===== config.mk =====
export PLATFORM = sky130hd
export DESIGN_NAME = neuron_accumulator
export DESIGN_NICKNAME = d
export VERILOG_FILES = /design/src/rtl/neuron_accumulator.sv
export SDC_FILE = /design/constraint.sdc
export NUM_CORES = 1
export LEC_CHECK = 0
export BUFFER_PORTS_ARGS = -buffer_cell sky130_fd_sc_hd__buf_2
export CORE_MARGIN = 2
export CORE_UTILIZATION = 58
export DETAILED_ROUTE_END_ITERATION = 10
export PLACE_DENSITY_LB_ADDON = 0.25
export SYNTH_ARGS = -nofsm -noshare
export SYNTH_HDL_FRONTEND = slang
export SYNTH_SLANG_ARGS = --single-unit

===== constraint.sdc =====
create_clock -name clk -period 3.56 [get_ports clk]
set_input_delay 0.89 -clock clk [delete_from_list [all_inputs] [get_ports clk]]
set_output_delay 0.89 -clock clk [all_outputs]
set_load 0.01 [all_outputs]

===== src/rtl/neuron_accumulator.sv =====
// -----------------------------------------------------------------------------
// neuron_accumulator
//   Neuron MAC back-end. Sums NUM_INPUTS signed products from the
//   two's-complement stage, adds the neuron bias, and hands one registered
//   pre-activation sum per evaluation to the activation stage with a
//   single-cycle valid strobe.
//
// Configuration macro:
//   ACC_SATURATE_EN  defined   -> every add (accumulate and bias) clamps to
//                                 the signed range on overflow.
//                    undefined -> every add wraps modulo 2^DATA_WIDTH.
//
// Ports:
//   clk        in   1           sole clock, all state updates on posedge
//   rstn       in   1           synchronous active-low reset
//   i_valid    in   1           i_prod is valid this cycle
//   i_prod     in   DATA_WIDTH  signed product
//   i_bias     in   DATA_WIDTH  signed bias, sampled only in the BIAS cycle
//   o_sum      out  DATA_WIDTH  signed sum, held until the next result
//   o_valid    out  1           one-cycle strobe: o_sum is new
//   o_overrun  out  1           sticky: a product arrived in BIAS and was dropped
// -----------------------------------------------------------------------------
module neuron_accumulator #(
  parameter int NUM_INPUTS = 784,
  parameter int DATA_WIDTH = 32
) (
  input  logic                  clk,
  input  logic                  rstn,
  input  logic                  i_valid,
  input  logic [DATA_WIDTH-1:0] i_prod,
  input  logic [DATA_WIDTH-1:0] i_bias,
  output logic [DATA_WIDTH-1:0] o_sum,
  output logic                  o_valid,
  output logic                  o_overrun
);

  localparam int CNT_W = (NUM_INPUTS > 2) ? $clog2(NUM_INPUTS) : 1;

  localparam logic [0:0] ST_ACC  = 1'b0;
  localparam logic [0:0] ST_BIAS = 1'b1;

  localparam logic [CNT_W-1:0] CNT_LAST = CNT_W'(NUM_INPUTS - 1);
  localparam logic [CNT_W-1:0] CNT_ONE  = CNT_W'(1'b1);

  // Signed add of two DATA_WIDTH operands; clamps or wraps per build option.
  function automatic logic [DATA_WIDTH-1:0] acc_add(
    input logic [DATA_WIDTH-1:0] a,
    input logic [DATA_WIDTH-1:0] b
  );
    logic [DATA_WIDTH-1:0] result;
`ifdef ACC_SATURATE_EN
    logic [DATA_WIDTH:0] ext;
    ext = {a[DATA_WIDTH-1], a} + {b[DATA_WIDTH-1], b};
    // The two top bits of the sign-extended sum disagree exactly when the
    // operand signs match and the truncated result sign differs.
    if (ext[DATA_WIDTH] != ext[DATA_WIDTH-1]) begin
      if (ext[DATA_WIDTH]) begin
        result = {1'b1, {(DATA_WIDTH-1){1'b0}}};
      end else begin
        result = {1'b0, {(DATA_WIDTH-1){1'b1}}};
      end
    end else begin
      result = ext[DATA_WIDTH-1:0];
    end
`else
    result = a + b;
`endif
    return result;
  endfunction

  logic [0:0]            state_r,    state_s;
  logic [CNT_W-1:0]      count_r,    count_s;
  logic [DATA_WIDTH-1:0] sum_r,      sum_s;
  logic [DATA_WIDTH-1:0] sum_out_r,  sum_out_s;
  logic                  valid_r,    valid_s;
  logic                  overrun_r,  overrun_s;

  // Next-state logic for the ACC/BIAS sequencer and the datapath.
  always_comb begin
    state_s   = state_r;
    count_s   = count_r;
    sum_s     = sum_r;
    sum_out_s = sum_out_r;
    valid_s   = 1'b0;
    overrun_s = overrun_r;
    case (state_r)
      ST_ACC: begin
        if (i_valid) begin
          sum_s = acc_add(sum_r, i_prod);
          if (count_r == CNT_LAST) begin
            count_s = {CNT_W{1'b0}};
            state_s = ST_BIAS;
          end else begin
            count_s = count_r + CNT_ONE;
          end
        end else begin
          sum_s = sum_r;
        end
      end
      ST_BIAS: begin
        // One cycle only: fold in the bias, publish, and restart accumulation.
        sum_out_s = acc_add(sum_r, i_bias);
        valid_s   = 1'b1;
        sum_s     = {DATA_WIDTH{1'b0}};
        count_s   = {CNT_W{1'b0}};
        state_s   = ST_ACC;
        if (i_valid) begin
          overrun_s = 1'b1;
        end else begin
          overrun_s = overrun_r;
        end
      end
      default: begin
        state_s = ST_ACC;
        count_s = {CNT_W{1'b0}};
        sum_s   = {DATA_WIDTH{1'b0}};
      end
    endcase
  end

  // State and output registers with synchronous active-low reset.
  always_ff @(posedge clk) begin
    if (!rstn) begin
      state_r   <= ST_ACC;
      count_r   <= {CNT_W{1'b0}};
      sum_r     <= {DATA_WIDTH{1'b0}};
      sum_out_r <= {DATA_WIDTH{1'b0}};
      valid_r   <= 1'b0;
      overrun_r <= 1'b0;
    end else begin
      state_r   <= state_s;
      count_r   <= count_s;
      sum_r     <= sum_s;
      sum_out_r <= sum_out_s;
      valid_r   <= valid_s;
      overrun_r <= overrun_s;
    end
  end

  assign o_sum     = sum_out_r;
  assign o_valid   = valid_r;
  assign o_overrun = overrun_r;

endmodule


[Word level (Yosys, flattened, before mapping)]
Index checks and enable logic that the tools add are counted.
Storage, ports and cells
  bits in registers: 77
  output and inout bits: 34
  word-level logic and storage cells: 22
  input bits: 67
Operators by class
  equal/unequal tests: 2
  bitwise operators: 1
  mux-type cells: 9
  $add $sub $neg: 3
  reductions and logical operators: 1
Operators with widths (count)
  $add A32 B32 Y32: 2
  $pmux W32 S2: 1
  $mux W32: 1
  $mux W10: 2
  $pmux W10 S2: 1
  $add A10 B1 Y10 const B: 1
  $eq A10 B10 Y1 const B: 1
  $mux W1: 3
  $ne A2 B2 Y1 const B: 1
  $pmux W1 S2: 1
  $reduce_and A2 Y1: 1
  $not A1 Y1: 1

[Depth between registers and ports, before layout]
Gate-level depths: netlist of run 1.
  word-level depth: 4
  depth in mapped cells: 11

[Worst setup path after synthesis of run 1]
OpenSTA, ideal clock, no wires.
  path kind: input to register
  from: input port i_prod[0]
  to: register sum_r[30]
  setup slack: 0.479 ns
  data required time: 3.429 ns
  arrival: 2.950 ns
  stages: 11
  cells stage by stage: ha_1 inv_1 fa_1 and2b_1 o2111ai_1 a21boi_2 o2111ai_1 a211oi_2 nor2_2 o2111ai_1 o211ai_1
Between the ends
  word-level cells in the longest chain between the ends: 3
Ends and longest elaborated chain
  from (decl): line 30  | input logic [DATA_WIDTH-1:0] i_prod,
  $add A32 B32 Y32: line 66  | result = a + b;
  $mux W32: line 88  | if (i_valid) begin
  $pmux W32 S2: line 86  | case (state_r)
  to (signal assigned): line 126  | sum_r <= {DATA_WIDTH{1'b0}};
  to (signal assigned): line 133  | sum_r <= sum_s;
  to (decl): line 73  | logic [DATA_WIDTH-1:0] sum_r, sum_s;
Every way passes these cells. The select of a mux whose other input is x is not followed.
A chain may end at the register's enable or synchronous reset.

[Worst setup path after layout of run 1]
  from: input port i_bias[0]
  to: register sum_out_r[24], in the netlist o_sum[24]
Between the ends
  word-level cells in the longest chain between the ends: 1
Ends and longest elaborated chain
  from (decl): line 31  | input logic [DATA_WIDTH-1:0] i_bias,
  $add A32 B32 Y32: line 66
  to (signal assigned): line 127  | sum_out_r <= {DATA_WIDTH{1'b0}};
  to (signal assigned): line 134  | sum_out_r <= sum_out_s;
  to (decl): line 74  | logic [DATA_WIDTH-1:0] sum_out_r, sum_out_s;
Every way passes these cells.

==> results of run 1 <==
-- final cells by class --
type | instances | area, sq um | share of cell area (%)
clock inverters | 5 | 106 | 1.50
inverters | 20 | 75.1 | 1.06
repair buffers | 110 | 576 | 8.14
flip-flops and latches | 77 | 1540 | 21.8
multi-input cells | 634 | 4440 | 62.9
clock buffers | 11 | 151 | 2.14
diodes | 1 | 2.50 | 0.0354
well taps | 136 | 170 | 2.41
-- Yosys cell counts, types with 8 or more instances --
master / instances
clkbuf_1: 22
o211ai_1: 8
a21o_1: 36
dfxtp_1: 77
nand3_1: 33
nor2b_1: 25
xor2_1: 16
a21oi_1: 62
mux2i_1: 27
xnor2_1: 29
or3_1: 10
ha_1: 63
o21bai_1: 9
nor2_1: 58
nand2_1: 56
o21ai_0: 43
nor3_1: 21
inv_1: 20
o21a_1: 14
-- logic make-up after synthesis --
| group | after synthesis | share of synthesized area (%) |
|---|---|---|
| buffers and inverters | 51 | 3.88 |
| adders and majority gates | 65 | 13.3 |
| DFF | 77 | 24.8 |
| xor gates and xnor gates | 45 | 6.33 |
| AOI/OAI and AO/OA | 248 | 27.4 |
| and+or+nand+nor | 249 | 20.0 |
| muxes | 27 | 4.34 |
-- state kept, by name, indices dropped and copies added, names as in the netlist --
register	cells
sum_r	32
count_r	10
state_r	1
o_sum	32
o_valid	1
o_overrun	1
-- metal layers --
metal / share of wire [%] / global-route usage [%] / up-vias
met3: 7.1 / 4.60 / 34
met1: 44 / 38.5 / 2854
met5: 0 / 0 / -
met2: 47 / 47.2 / 219
met4: 2.3 / 11.3 / 0
li1: - / - / 3005
-- report_power, final --
part / internal [mW] / switching [mW]
registers: 0.921 / 0.0704
clock network: 0.505 / 0.361
logic: 0.543 / 0.711
total: 1.97 / 1.14
-- placed cells by master (no fill, tap or decap), types with 4 or more instances in the layout --
cell         n
a211o_1      6
nand3b_1     7
o21bai_1     9
nand3_1     33
a21o_1      36
o2111ai_1    5
inv_1       20
nor3_1      21
o211ai_1     8
buf_4       10
a211oi_1     7
buf_2      100
nor2b_1     24
nand2_1     56
o21a_1      14
and2_1       4
nand4_1      4
nor2_1      58
dfxtp_1     77
xnor2_1     29
xor2_1      16
clkbuf_8    11
mux2i_1     27
a21oi_1     62
o21ai_1      6
and3_1       7
o21ai_0     43
or3_1       10
a21boi_0     4
nand2b_1     4
a31oi_1      6
ha_1        63
-- stage by stage --
stage	hold WS, ns	util, %	setup slack (ns)	area (sq um)
after CTS	0.460	68.1	0.500	7060
after detailed placement	0.441	65.6	0.113	6810
after floorplan	0.452	-	0.479	6220
after global placement	0.433	65.6	0.166	6810
after global routing	0.487	68.1	0.230	7070
final	0.456	68.1	0.430	7070
-- worst max-delay path, cell delays in order --
cell and delay (ns):
buf_2 0.10, ha_1 0.23, fa_1 0.42, a21oi_1 0.27, nor3_1 0.13, o211a_1 0.24, a2111oi_2 0.46, o41ai_1 0.20
a21oi_1 0.20, xor2_1 0.15, o21ai_0 0.09
-- final timing paths --
kind	startpoint	end	slack, ns	cells past startpoint
max	i_bias[0]	o_sum[24]	0.43	11
min	o_sum[12]	o_sum[12]	0.46	2
max reg2reg	sum_r[0]	o_sum[24]	0.70	10
min reg2reg	o_sum[12]	o_sum[12]	0.46	2
==> results.txt, run 1 <==
Worst vdd ir -> 0.237 mV
Fraction of synthesis flops using an asynchronous set or reset pin -> 0%
Via density per instance -> 6.15
Filler Cells Inserted -> 878
Final worst path period share -> 87.9%
Count of input and output buffers -> 100
Deepest clock path buffer count -> 2
Worst EP arrival -> 3.38 ns
Flip-flop cell with the highest count after synthesis -> dfxtp_1
Number of synthesized flops with an enable pin -> 0
Clock transition at the registers of the reported paths -> 0.09 ns
Die height -> 108 um
Clock latency at the later pin of the worst-skew pair -> 0.37 ns
Number of max-slew violations in the final report -> 0
Setup TNS -> 0 ns
Largest net degree at the start of global routing -> 41
Routability congestion estimate -> 0.906
Category of the most critical setup path -> input pin to register
Leakage power -> 3.29 nW
Initial cell density of the core -> 60.0%
Final non-filler cell total -> 994
Slew HR -> 39.2%
Number of antenna violations at the first check in global routing -> 1
Overall overflow remaining after global route -> 0
Clock tree from TritonCTS -> yes
Site row count -> 37
First-pass GRT wire length -> 26.9 mm
Power density of the placed cells -> 440 nW/um^2
Kind of capture point of the worst setup path -> register
Max_cap viols -> 0
Drt wl/cell -> 16.5 um
Worst Hold Class -> register to register
Number of setup violations in the final report -> 0
Drt pass-1 iters -> 7
Final count of hold timing violations -> 0
Synthesis-stage register bit count -> 77
Drt total wl -> 16.4 mm
Die outline width -> 108 um
Post-synthesis average cell area -> 8.17 sq um
Unrepaired setup endpoints after global routing -> false
Remaining antenna violation count after routing -> 0
Vias in the first global route -> 5720
Post-synthesis cell area -> 6220 sq um
Proportion of netlist area held by the largest area contributor -> 24.8%
Root buf cell -> clkbuf_8
Worst EP required -> 3.81 ns
Final HPWL DP -> 12.6 mm
Outcome -> finished, final reports clean
Cells taking the most area after synthesis -> dfxtp_1 25%, ha_1 13%, a21oi_1 5.0%
Top-level port count -> 101
Total Die Area -> 11600 sq um
Post-synthesis cell type with the largest combined area -> dfxtp_1
Hold buffer count at cts -> 0
Crit path launch type -> input pin
Number of nets at the end of the flow -> 984
Number of distinct library cell variants in the gate-level netlist after synthesis -> 72
Number of resized instances in the post-cts repair step -> 0
Post-synthesis net count -> 894
Clk sink count -> 77
Area growth from synthesis to layout -> 13.5%
Post-CTS setup buffer count -> 0
Crit-path max FO -> 3
Worst slew pin tran -> 0.910 ns
Via total after detailed routing -> 6112
Synthesis Warnings -> 0
Cell count after synthesis -> 762
Placed cells -> 977
FMAX -> 320 MHz
Shortest period the worst path allows -> 3.13 ns
Global-route total usage across every layer -> 29.0%
H-tree levels -> 3
Fraction of final layout cells sized beyond drive strength 1 -> 17.2%
Total power consumption of the routed design -> 3.11 mW
Core area -> 10400 sq um
Seq/Total Area, Yosys -> 24.8%
DR iter-0 viols -> 429
Skew final -> 0.0113 ns
Number of buffers created by CTS -> 9
Post-route DRC -> 0
Power figures use the tool's default switching activity.
==> run 2: changes to the inputs <==
Settings changed: CAP_MARGIN from default to 10, CORE_MARGIN 2 to default.
Clock period 3.56 ns to 3.5 ns, I/O delays scaled along.
==> run 2 against run 1 <==
Die area fell by 3.7%. Highest routed layer unchanged. Critical path type unchanged. Flip-flop and latch count did not move. Sequential share of layout area rose by 0.28 points.
==> results.txt, run 2 (synthesized netlist as in run 1, its figures left out) <==
Most frequent standard cell in the layout excluding fill and tap cells -> buf_2
Number of max-slew violations in the final report -> 0
Worst EP arrival -> 3.30 ns
Overall overflow remaining after global route -> 0
Core area -> 10400 sq um
FMAX -> 329 MHz
Top-level port count -> 101
Crit-path max FO -> 3
Shortest period the worst path allows -> 3.04 ns
Worst flop-to-flop path endpoint -> sum_r[30]
Placed Area -> 6810 sq um
Initial cell density of the core -> 60.0%
Slew HR -> 42.2%
Placed cells -> 978
Final non-filler cell area -> 6980 sq um
Number of buffers created by CTS -> 9
Filler Cells Inserted -> 894
Capture endpoint of the worst hold path -> o_sum[22]
Unrepaired setup endpoints after global routing -> false
Deepest clock path buffer count -> 2
Final non-filler cell total -> 995
Drt total wl -> 16.3 mm
Root buf cell -> clkbuf_8
Remaining antenna violation count after routing -> 0
R2R cell count -> 11
Number of antenna violations at the first check in global routing -> 1
Clock tree from TritonCTS -> yes
Setup TNS -> 0 ns
Tightest hold margin -> 0.457 ns
Final worst path period share -> 86.8%
Die outline width -> 106 um
Max stage delay cell, worst path -> a2111oi_2
Clk sink count -> 77
Startpoint of the worst register-to-register path -> sum_r[0]
Worst Hold Class -> register to register
Most frequent cells in the layout -> 100 x buf_2, 77 x dfxtp_1, 63 x ha_1
First-pass GRT wire length -> 26.8 mm
Global-route total usage across every layer -> 30.2%
Kind of cell adding the most delay to the critical path -> compound AO/OA/AOI/OAI gates
Leakage power -> 3.25 nW
Final count of hold timing violations -> 0
DR iter-0 viols -> 367
Skew final -> 0.00870 ns
Clock transition at the registers of the reported paths -> 0.08 ns
Pre-CTS WS -> 0.105 ns
Outcome -> finished, final reports clean
Post-CTS setup buffer count -> 0
Site row count -> 37
Number of setup violations in the final report -> 0
Number of resized instances in the post-cts repair step -> 0
Die height -> 106 um
Total power consumption of the routed design -> 2.90 mW
Cell Chain, Critical Path -> buf_2 > ha_1 > fa_1 > a21oi_1 > nor3_1 > o211a_1 > a2111oi_2 > o41ai_1 > o21ai_1 > xor2_1 > o21ai_0
Total Die Area -> 11200 sq um
Fraction of the core area covered by cells at the end of the flow -> 67.3%
Via density per instance -> 6.11
Power density of the placed cells -> 415 nW/um^2
Largest net degree at the start of global routing -> 27
Via total after detailed routing -> 6078
Crit path launch type -> input pin
Crit path largest cell delay -> 0.44 ns
Reg2Reg Setup Slack -> 0.65 ns
Kind of capture point of the worst setup path -> register
Worst vdd ir -> 0.264 mV
Clock latency at the later pin of the worst-skew pair -> 0.39 ns
Hold buffer count at cts -> 0
Area growth from synthesis to layout -> 12.1%
Worst hold path stage count -> 2
Number of nets at the end of the flow -> 985
Drt wl/cell -> 16.3 um
Source of the worst hold timing path -> o_sum[22]
Worst EP required -> 3.76 ns
Max_cap viols -> 0
Routability congestion estimate -> 0.936
Worst path bufs/invs -> 1
Final HPWL DP -> 12.5 mm
Vias in the first global route -> 5710
Fraction of final layout cells sized beyond drive strength 1 -> 16.9%
H-tree levels -> 3
Post-route DRC -> 0
Count of input and output buffers -> 100
Final worst-path setup slack -> 0.463 ns
Drt pass-1 iters -> 5
Category of the most critical setup path -> input pin to register
Worst slew pin tran -> 0.863 ns
==> run 2: changes by cell type in the layout (fill, tap and decap cells not counted), moves of 2 or more <==
cell / previous run / this run
clkinv_2: 0 / 2
bufinv_16: 3 / 0
clkbuf_1: 0 / 3
clkbuf_8: 11 / 9
==> run 2: worst min-delay path: stages, from the launching register on <==
cell,delay [ns]
dfxtp_1,0.33
nand2_1,0.05
o21ai_0,0.05
==> run 2: worst max-delay path by stage <==
stage,start,end,slack [ns],cells past startpoint
after global routing,i_bias[0],o_sum[28],0.24,11
after floorplan,i_prod[0],sum_r[30],0.43,11
after detailed placement,i_bias[0],o_sum[28],0.10,11
after global placement,i_bias[0],o_sum[24],0.11,11
after CTS,i_bias[0],o_sum[28],0.47,11
final,i_bias[0],o_sum[28],0.46,11
==> run 2: cell type report <==
| cell class | instances | area, sq um | share of cell area, % |
|---|---|---|---|
| tap | 136 | 170 | 2.44 |
| clock inverter | 4 | 25.0 | 0.359 |
| timing repair buffer | 111 | 583 | 8.36 |
| sequential | 77 | 1540 | 22.1 |
| antenna | 1 | 2.50 | 0.0359 |
| multi-input combinational | 634 | 4440 | 63.7 |
| inverter | 20 | 75.1 | 1.08 |
| clock buffer | 12 | 135 | 1.94 |
==> run 2: metal layers <==
layer	vias to the layer above	share of wire (%)	global-route usage (%)
met5	-	0	0
met4	0	2.9	14.7
met3	38	6.4	5.63
met2	219	45	47.3
met1	2807	46	40.0
li1	3014	-	-
==> run 2: power by group <==
group,internal (mW),switching (mW),leakage [nW]
combinational,0.552,0.720,2.54
sequential,0.937,0.0746,0.627
clock,0.256,0.358,0.0764
total,1.74,1.15,3.25
==> run 3: changes to the inputs <==
Settings changed: CELL_PAD_IN_SITES_DETAIL_PLACEMENT from default to 1, CELL_PAD_IN_SITES_GLOBAL_PLACEMENT from default to 1, CORE_UTILIZATION 58 to 47, CTS_BUF_LIST from default to sky130_fd_sc_hd__clkbuf_4 sky130_fd_sc_hd__clkbuf_8.
Clock period 3.5 ns to 3.7 ns, I/O delays scaled along.
==> run 3 against run 2 <==
Sequential share of layout area decreased by 0.25 points. Largest cell class unchanged. Flip-flop and latch count unchanged. Register-to-register slack improved by 0.17 ns. Sequential power decreased by 5%. Clock skew increased by 0.0082 ns. Critical path depth unchanged. Worst setup slack improved by 0.067 ns. Cell count increased by 3.6%. First-iteration DRC count decreased by 13%.
==> results.txt, run 3 (synthesized netlist as in run 1, its figures left out) <==
Outcome -> finished, final reports clean
Power density of the placed cells -> 410 nW/um^2
Max_cap viols -> 0
Fraction of final layout cells sized beyond drive strength 1 -> 17.2%
Most frequent standard cell in the layout excluding fill and tap cells -> buf_2
Final non-filler cell total -> 1031
Post-route DRC -> 0
Worst vdd ir -> 0.195 mV
Root buf cell -> clkbuf_8
Core area -> 12800 sq um
Worst EP required -> 3.94 ns
Count of input and output buffers -> 100
Sw Pwr -> 1.17 mW
Final worst path period share -> 85.7%
Clock transition at the registers of the reported paths -> 0.08 ns
Tightest hold margin -> 0.457 ns
Crit path launch type -> input pin
FMAX -> 315 MHz
Shortest period the worst path allows -> 3.17 ns
Worst EP arrival -> 3.41 ns
Remaining antenna violation count after routing -> 0
Final non-filler cell area -> 7060 sq um
Category of the most critical setup path -> input pin to register
Post-CTS setup buffer count -> 0
Fraction of the core area covered by cells at the end of the flow -> 55.2%
Routability congestion estimate -> 0.892
Hold buffer count at cts -> 0
Slew HR -> 40.2%
Drt wl/cell -> 19.0 um
Number of setup violations in the final report -> 0
Drt total wl -> 19.6 mm
Footprint of the multi-input gates -> 4440 sq um
Sequential cell area in the final layout -> 1540 sq um
Skew final -> 0.0169 ns
Filler Cells Inserted -> 1596
Placed cells -> 1014
Power share of the sequential group -> 33.2%
Placed Area -> 6860 sq um
Total Die Area -> 13700 sq um
Initial cell density of the core -> 48.7%
Drt pass-1 iters -> 4
H-tree levels -> 3
Internal power of the cells -> 1.73 mW
Net switching fraction of the power -> 40.2%
Vias in the first global route -> 6368
Worst Hold Class -> register to register
Crit path largest cell delay -> 0.45 ns
Number of buffers created by CTS -> 9
Cell Chain, Critical Path -> buf_2 > ha_1 > fa_1 > a21oi_1 > nor3_1 > o211a_1 > a2111oi_2 > o41ai_1 > o21ai_1 > xor2_1 > o21ai_0
Site row count -> 41
Number of nets at the end of the flow -> 985
Clock tree from TritonCTS -> yes
Number of antenna violations at the first check in global routing -> 1
Final HPWL DP -> 15.2 mm
DR iter-0 viols -> 320
Final worst-path setup slack -> 0.530 ns
Top-level port count -> 101
Clock latency at the later pin of the worst-skew pair -> 0.39 ns
Unrepaired setup endpoints after global routing -> false
Via density per instance -> 6.02
Setup TNS -> 0 ns
Deepest clock path buffer count -> 2
Total power consumption of the routed design -> 2.90 mW
Worst slew pin tran -> 0.889 ns
Largest net degree at the start of global routing -> 27
Share of total power in the clock network -> 23.4%
Area growth from synthesis to layout -> 13.4%
Combinational power share -> 43.4%
First-pass GRT wire length -> 31.5 mm
Max stage delay cell, worst path -> a2111oi_2
Die outline width -> 117 um
Number of resized instances in the post-cts repair step -> 0
Overall overflow remaining after global route -> 0
Die height -> 117 um
Pre-CTS WS -> 0.171 ns
Leakage power -> 3.27 nW
Number of max-slew violations in the final report -> 0
Most frequent cells in the layout -> 100 x buf_2, 77 x dfxtp_1, 63 x ha_1
Kind of capture point of the worst setup path -> register
Final count of hold timing violations -> 0
Global-route total usage across every layer -> 30.0%
Crit-path max FO -> 3
Via total after detailed routing -> 6209
Clk sink count -> 77
## run 3: path summary, 6_finish.rpt
| check | slack, ns | depth (start not counted) | to | startpoint |
|---|---|---|---|---|
| worst max-delay path | 0.53 | 11 | o_sum[28] | i_bias[0] |
| worst min-delay path | 0.46 | 2 | o_sum[18] | o_sum[18] |
| worst max register to register | 0.82 | 12 | sum_r[26] | sum_r[0] |
| worst min register to register | 0.46 | 2 | o_sum[18] | o_sum[18] |
## run 3: power by group through the flow
stage / clock (mW) / combinational (mW) / sequential (mW)
detailed placement: 0 / 1.22 / 0.977
global route: 0.725 / 1.38 / 0.967
finish: 0.678 / 1.26 / 0.962
global placement: 0 / 1.16 / 0.972
floorplan: 0 / 0.956 / 0.941
CTS: 0.690 / 1.24 / 0.958
## run 3: worst max-delay path, delay by kind of cell
family                   cells  cell delay, ns
AO/OA/AOI/OAI                6            1.42
adder cells (fa/ha/maj)      2            0.67
XOR/XNOR                     1            0.15
AND/OR/NAND/NOR              1            0.13
buffers and inverters        1            0.10
## run 3: cell type report
class                           count  share of cell area (%)
Timing Repair Buffer              111                    8.26
Clock buffer                       10                    1.86
Antenna cell                        1                  0.0355
Inverter                           20                    1.06
Multi-Input combinational cell    634                    63.0
Sequential cell                    77                    21.8
Tap cell                          172                    3.05
Clock inverter                      6                   0.904
## run 3: metal layers
metal / part of all wire [%] / up-vias / track usage, % / routed length [um]
met5: 0 / - / 0 / 0
met3: 3.7 / 34 / 3.76 / 728
li1: - / 3006 / - / -
met2: 49 / 136 / 52.6 / 9550
met1: 45 / 3033 / 37.1 / 8910
met4: 2.1 / 0 / 12.3 / 419
